**src/rtl/ysyx_041461_pipe_ctrl_pkg.sv**
```systemverilog
// Shared definitions for the pipeline sequencer: widths, trap code and FSM encoding.
package ysyx_041461_pipe_ctrl_pkg;

    localparam int unsigned XLEN   = 64;
    localparam int unsigned TRAP_W = 4;
    localparam int unsigned PERF_W = 64;

    localparam logic [TRAP_W-1:0] TRAP_NOP = 4'd0;

    typedef enum logic [1:0] {
        ST_RUN      = 2'd0,
        ST_WAIT_MEM = 2'd1,
        ST_REDIRECT = 2'd2
    } state_t;

endpackage

```
**src/rtl/ysyx_041461_pipe_ctrl_stage_vld.sv**
```systemverilog
// One stage valid bit: load from upstream on advance, bubble when only downstream moves.
module ysyx_041461_stage_vld (
    input  logic clk,
    input  logic rst_n,
    input  logic up_adv,
    input  logic dn_adv,
    input  logic up_valid,
    input  logic kill,
    output logic valid
);

    always_ff @(posedge clk or negedge rst_n) begin
        if (!rst_n) begin
            valid <= 1'b0;
        end else if (up_adv) begin
            valid <= up_valid & !kill;
        end else if (dn_adv) begin
            valid <= 1'b0;
        end
    end

endmodule

```
**src/rtl/ysyx_041461_pipe_ctrl.sv**
```systemverilog
// Pipeline sequencer: stage enables, valid bits, branch and trap redirects.
// Define YSYX_041461_PERF_EN to add the perf_cycle/perf_stall/perf_trap counters.
module ysyx_041461_pipe_ctrl
    import ysyx_041461_pipe_ctrl_pkg::*;
(
    input  logic              clk,
    input  logic              rst_n,
    input  logic              if_ready,
    input  logic              mem_busy,
    input  logic              cd_id_conflict,
    input  logic              cd_exe_conflict,
    input  logic              cd_mem_conflict,
    input  logic              cd_if_trap,
    input  logic              cd_if2_trap,
    input  logic              cd_id_trap,
    input  logic              cd_exe_trap,
    input  logic              cd_mem_trap,
    input  logic [TRAP_W-1:0] wb_trap,
    input  logic [XLEN-1:0]   trap_pc,
    input  logic              id_redirect,
    input  logic [XLEN-1:0]   id_redirect_pc,
    input  logic              redirect_ready,
    output logic              if_en,
    output logic              if2_en,
    output logic              id_en,
    output logic              exe_en,
    output logic              mem_en,
    output logic              if2_valid,
    output logic              id_valid,
    output logic              exe_valid,
    output logic              mem_valid,
    output logic              wb_valid,
    output logic              redirect_valid,
    output logic [XLEN-1:0]   redirect_pc,
    output logic              trap_busy
`ifdef YSYX_041461_PERF_EN
    ,
    output logic [PERF_W-1:0] perf_cycle,
    output logic [PERF_W-1:0] perf_stall,
    output logic [PERF_W-1:0] perf_trap
`endif
);

    state_t          state;
    logic [XLEN-1:0] target;
    logic            run;
    logic            id_stall_br;
    logic            trap_take;
    logic            branch_kill;

    // A WB trap outranks a same-cycle branch: ID is flushed, so its redirect is dropped.
    always_comb begin
        run            = (state == ST_RUN);
        mem_en         = run & !mem_busy & !cd_mem_conflict;
        exe_en         = mem_en & !cd_exe_conflict;
        id_stall_br    = id_valid & id_redirect & !redirect_ready;
        id_en          = exe_en & !cd_id_conflict & !id_stall_br;
        if2_en         = id_en;
        if_en          = if2_en;
        trap_take      = run & wb_valid & (wb_trap != TRAP_NOP);
        branch_kill    = run & id_valid & id_redirect & id_en & !trap_take;
        redirect_valid = branch_kill | (state == ST_REDIRECT);
        redirect_pc    = (state == ST_REDIRECT) ? target : id_redirect_pc;
        trap_busy      = !run;
    end

    // A trap flush is folded in as a forced advance with kill, emptying every stage.
    ysyx_041461_stage_vld u_vld_if2 (
        .clk(clk), .rst_n(rst_n),
        .up_adv(if_en | trap_take), .dn_adv(if2_en),
        .up_valid(if_ready), .kill(cd_if_trap | branch_kill | trap_take),
        .valid(if2_valid)
    );

    ysyx_041461_stage_vld u_vld_id (
        .clk(clk), .rst_n(rst_n),
        .up_adv(if2_en | trap_take), .dn_adv(id_en),
        .up_valid(if2_valid), .kill(cd_if2_trap | branch_kill | trap_take),
        .valid(id_valid)
    );

    ysyx_041461_stage_vld u_vld_exe (
        .clk(clk), .rst_n(rst_n),
        .up_adv(id_en | trap_take), .dn_adv(exe_en),
        .up_valid(id_valid), .kill(cd_id_trap | trap_take),
        .valid(exe_valid)
    );

    ysyx_041461_stage_vld u_vld_mem (
        .clk(clk), .rst_n(rst_n),
        .up_adv(exe_en | trap_take), .dn_adv(mem_en),
        .up_valid(exe_valid), .kill(cd_exe_trap | trap_take),
        .valid(mem_valid)
    );

    // WB retires every cycle, so it bubbles whenever MEM does not advance.
    ysyx_041461_stage_vld u_vld_wb (
        .clk(clk), .rst_n(rst_n),
        .up_adv(mem_en | trap_take), .dn_adv(1'b1),
        .up_valid(mem_valid), .kill(cd_mem_trap | trap_take),
        .valid(wb_valid)
    );

    // Trap redirect sequencing: wait out any bus access, then hold the redirect until IF takes it.
    always_ff @(posedge clk or negedge rst_n) begin
        if (!rst_n) begin
            state  <= ST_RUN;
            target <= '0;
        end else begin
            case (state)
                ST_RUN: begin
                    if (trap_take) begin
                        target <= trap_pc;
                        state  <= mem_busy ? ST_WAIT_MEM : ST_REDIRECT;
                    end
                end
                ST_WAIT_MEM: begin
                    if (!mem_busy) state <= ST_REDIRECT;
                end
                ST_REDIRECT: begin
                    if (redirect_ready) state <= ST_RUN;
                end
                default: state <= ST_RUN;
            endcase
        end
    end

`ifdef YSYX_041461_PERF_EN
    always_ff @(posedge clk or negedge rst_n) begin
        if (!rst_n) begin
            perf_cycle <= '0;
            perf_stall <= '0;
            perf_trap  <= '0;
        end else begin
            perf_cycle <= perf_cycle + PERF_W'(1);
            if (run & id_valid & !id_en) perf_stall <= perf_stall + PERF_W'(1);
            if (trap_take)               perf_trap  <= perf_trap + PERF_W'(1);
        end
    end
`endif

endmodule

```
**config.mk**
```make
export PLATFORM = sky130hd
export DESIGN_NAME = ysyx_041461_pipe_ctrl
export DESIGN_NICKNAME = d
export VERILOG_FILES = /design/src/rtl/ysyx_041461_pipe_ctrl_pkg.sv /design/src/rtl/ysyx_041461_pipe_ctrl_stage_vld.sv /design/src/rtl/ysyx_041461_pipe_ctrl.sv
export SDC_FILE = /design/constraint.sdc
export NUM_CORES = 1
export LEC_CHECK = 0
export CAP_MARGIN = 20
export CORE_MARGIN = 2
export CORE_UTILIZATION = 35
export CTS_BUF_LIST = sky130_fd_sc_hd__clkbuf_4 sky130_fd_sc_hd__clkbuf_8
export CTS_CLUSTER_DIAMETER = 200
export DETAILED_ROUTE_END_ITERATION = 12
export PLACE_DENSITY = 0.79
export SLEW_MARGIN = 20
export SYNTH_ARGS = -nofsm -noshare
export SYNTH_HDL_FRONTEND = slang
export SYNTH_SLANG_ARGS = --single-unit
```
**constraint.sdc**
```tcl
create_clock -name clk -period 2.5 [get_ports clk]
set_input_delay 0.75 -clock clk [delete_from_list [all_inputs] [get_ports clk]]
set_output_delay 0.75 -clock clk [all_outputs]
set_load 0.03 [all_outputs]
```
==> results.md <==
- Outcome: finished, violations left
- Violations in the final reports: setup timing
- Share of post-route cells with drive strength above 1: 34.18%
- Period Utilization, post-route: 112.1%
- Cell chosen for the clock root: sky130_fd_sc_hd__clkbuf_8
- CTS buffer count: 9
- First element of the critical path: cd_mem_conflict
- Crit path cell chain: buf_6 > or4_4 > clkinvlp_4 > o211ai_1 > o41ai_4 > buf_12
- Logic pwr share: 25.5%
- Global Route Usage Sum: 18.97%
- Die outline width: 105.7 um
- Die area: 0.01117 mm^2
- Required time of the critical path: 1750 ps
- Worst Tran Pin Value: 908.3 ps
- Most common cell after layout, fill and taps aside: sky130_fd_sc_hd__nand2_1
- Global-route wire length before repair: 17,220 um
- Die extent in y: 105.7 um
- Worst IR drop on VDD: 0.0003764 V
- Worst path top cell family by delay: simple AND/OR/NAND/NOR gates
- Number of inserted diodes: 0
- Avg Inst Size Synth: 9.234 um^2
- Max Cap Violations: 0
- Number of antenna violations at the first check in global routing: 0
- Worst setup SP type: input pin
- Count of input and output buffers: 221
- Iteration-0 DRC count of the detailed router: 130
- Final hold violation count: 0
- Dpl cells: 742
- Final setup violation count: 6
- Kind of end point of the critical path: output port
- Static leakage: 3.204 nW
- Net switching fraction of the power: 27.42%
- TritonCTS clock tree: yes
- Synthesized Nets: 538
- Flop pwr share: 44.0%
- Synth Register Bits: 71
- Number of pins with negative max-slew slack in the final report: 0
- Yosys synthesis warning count: 0
- Max-slew headroom at the worst pin: 39.44%
- DP Wirelength: 7798 um
- Number of routed nets with antenna violations: 0
- Placer's final routability congestion estimate: 0.8547
- Switching power of the nets: 824.2 uW
- Largest stage delay on the critical path: 510 ps
- Core box area: 0.01018 mm^2
- Sequential fraction of the synthesis area: 49.08%
- RR Startpoint: state[1]
- Number of iterations in the first detailed-routing pass: 4
- Cell count after synthesis: 392
- Power share of the clock group: 30.5%
- Initial Util: 35.54%
- Post-Synthesis Cell Area: 0.003620 mm^2
- IO Count: 222
- Final standard cell utilization of the core: 63.60%
- Mean routed wirelength per cell: 15.22 um
- Tmin final: 2801 ps
- Maximum number of pins on one net before global-route repair: 72
- Achievable frequency: 0.3570 GHz
- Worst EP arrival: 2050 ps
- Row cnt: 37
- Clock transition at the registers of the reported paths: 70 ps
- Power per cell area: 464.1 mW/mm^2
- Final WL: 11,690 um
- Worst slack after detailed placement: -639.8 ps
- Hold path startpoint: target[44]
- Largest fanout on the critical path: 2
- Crit path setup slack, layout: -301.5 ps
- Standard cell with the maximum stage delay on the critical path: sky130_fd_sc_hd__or4_4
- Avg Vias per Cell: 4.788
- Final #Nets: 773
- H-tree levels: 3
- Via count of the first global-routing pass: 3,707
- Int Pwr: 2.182 mW
- CTS sink cnt: 71
- Aggregate negative setup slack: -1155 ps
- DRC: 0
- Clock buffer depth: 2
- Later-pin clock latency in the skew report: 330 ps
- Path category of the worst min-delay check: reg -> reg
- Final cell count without fillers: 768
- Setup repair after global routing missed its margin: yes
- Area Growth Syn to Fin: 78.95%
- Number of buffers and inverters on the critical path: 3
- Total grt overflow: 0
- Number of distinct standard cells referenced by the synthesized netlist: 35
- Layout Skew: 8.577 ps
- Leading cell types in the layout, fill and taps excluded: sky130_fd_sc_hd__nand2_1, sky130_fd_sc_hd__clkdlybuf4s50_1, sky130_fd_sc_hd__dfrtp_1, sky130_fd_sc_hd__mux2_2, sky130_fd_sc_hd__buf_4
- Via total after detailed routing: 3,677
- Critical setup path kind: in -> out
-- cell usage after synthesis --
| cell | number | area share [%] |
|---|---|---|
| sky130_fd_sc_hd__nand2_1 | 194 | 20 |
| sky130_fd_sc_hd__dfrtp_1 | 71 | 49 |
| sky130_fd_sc_hd__mux2_2 | 64 | 20 |
| sky130_fd_sc_hd__clkbuf_1 | 10 | 1.0 |
| sky130_fd_sc_hd__buf_1 | 5 | 0.52 |
| sky130_fd_sc_hd__buf_2 | 5 | 0.69 |
| sky130_fd_sc_hd__buf_4 | 4 | 0.83 |
| sky130_fd_sc_hd__inv_1 | 4 | 0.41 |
| sky130_fd_sc_hd__nand2b_1 | 3 | 0.52 |
| sky130_fd_sc_hd__nor2_1 | 3 | 0.31 |
| sky130_fd_sc_hd__a21oi_1 | 2 | 0.28 |
| sky130_fd_sc_hd__o211ai_1 | 2 | 0.41 |
| sky130_fd_sc_hd__o21ai_0 | 2 | 0.28 |
| sky130_fd_sc_hd__or4_1 | 2 | 0.41 |
| sky130_fd_sc_hd__a2111oi_0 | 1 | 0.24 |
| sky130_fd_sc_hd__a21oi_2 | 1 | 0.24 |
| sky130_fd_sc_hd__a32oi_1 | 1 | 0.24 |
| sky130_fd_sc_hd__a41oi_1 | 1 | 0.24 |
| sky130_fd_sc_hd__and2b_1 | 1 | 0.21 |
| sky130_fd_sc_hd__and3_1 | 1 | 0.17 |
| sky130_fd_sc_hd__and4b_1 | 1 | 0.28 |
| sky130_fd_sc_hd__clkbuf_2 | 1 | 0.14 |
| sky130_fd_sc_hd__nand4_1 | 1 | 0.17 |
| sky130_fd_sc_hd__nor2b_1 | 1 | 0.17 |
| sky130_fd_sc_hd__nor3b_1 | 1 | 0.21 |
| sky130_fd_sc_hd__nor4b_1 | 1 | 0.24 |
| sky130_fd_sc_hd__o22a_1 | 1 | 0.24 |
| sky130_fd_sc_hd__o22ai_1 | 1 | 0.17 |
| sky130_fd_sc_hd__o32ai_1 | 1 | 0.24 |
| sky130_fd_sc_hd__o41ai_1 | 1 | 0.24 |
| sky130_fd_sc_hd__o41ai_4 | 1 | 0.76 |
| sky130_fd_sc_hd__or2_0 | 1 | 0.17 |
| sky130_fd_sc_hd__or2_2 | 1 | 0.17 |
| sky130_fd_sc_hd__or3b_2 | 1 | 0.24 |
| sky130_fd_sc_hd__or4b_4 | 1 | 0.38 |
-- cells by family after synthesis --
logic type	share of synthesized area (%)
and+or+nand+nor	23.78
buffers and inverters	3.629
AOI/OAI and AO/OA	3.595
DFF	49.08
muxes	19.91
-- metrics by stage --
| step | hold WS (ps) | total power [mW] | cell area [um^2] |
|---|---|---|---|
| 6_report | 509.9 | 3.006 | 6477 |
| 3_5_place_dp | 494.7 | 2.072 | 5918 |
| 3_3_place_gp | 489.8 | 2.047 | 5918 |
| 4_1_cts | 512.4 | 3.000 | 6141 |
| 2_1_floorplan | 454.4 | 1.649 | 3662 |
| 5_1_grt | 519.8 | 3.153 | 6477 |
-- power by group through the flow --
stage,sequential [mW],combinational [mW],clock (mW)
2_1_floorplan,1.34,0.308,0
3_3_place_gp,1.33,0.712,0
3_5_place_dp,1.34,0.731,0
4_1_cts,1.32,0.734,0.947
5_1_grt,1.34,0.820,0.998
6_report,1.32,0.767,0.916
-- final timing paths --
path	slack [ps]	cells after the start	to
max	-300	6	redirect_valid
min	510	1	target[44]
max reg2reg	150	5	target[0]
min reg2reg	510	1	target[44]
max in group asynchronous	1360	1	target[20]
min in group asynchronous	550	1	u_vld_if2.valid
-- area by class of cell --
type | count | area [um^2]
fillers | 841 | 3707
repair buffers | 249 | 2507
multi-input cells | 292 | 1804
well taps | 136 | 170.2
inverters | 4 | 21.27
flip-flops and latches | 71 | 1777
clock buffers | 10 | 137.6
clock inverters | 6 | 60.06
-- flip-flops by register name, indices dropped and copies added (netlist names) --
signal,count
target,64
u_vld_mem.valid,1
u_vld_exe.valid,1
state,2
u_vld_wb.valid,1
u_vld_if2.valid,1
u_vld_id.valid,1
-- layer usage --
layer  vias up  part of all wire, %  GRT usage, %
met4         0                  2.7         6.203
met3        29                  5.9         4.205
met1      1755                   40         22.10
met2       149                   52         34.38
met5         -                    0             0
li1       1744                    -             -
-- timing repair --
action,4_1_cts,5_1_grt
endpoints found under the setup margin,38,108
buffers inserted,3,5
cloned,0,4
gates resized for setup,21,62
hold buffers,0,0
pin swaps,4,13
Note: power is estimated with default switching activity, not from simulation.
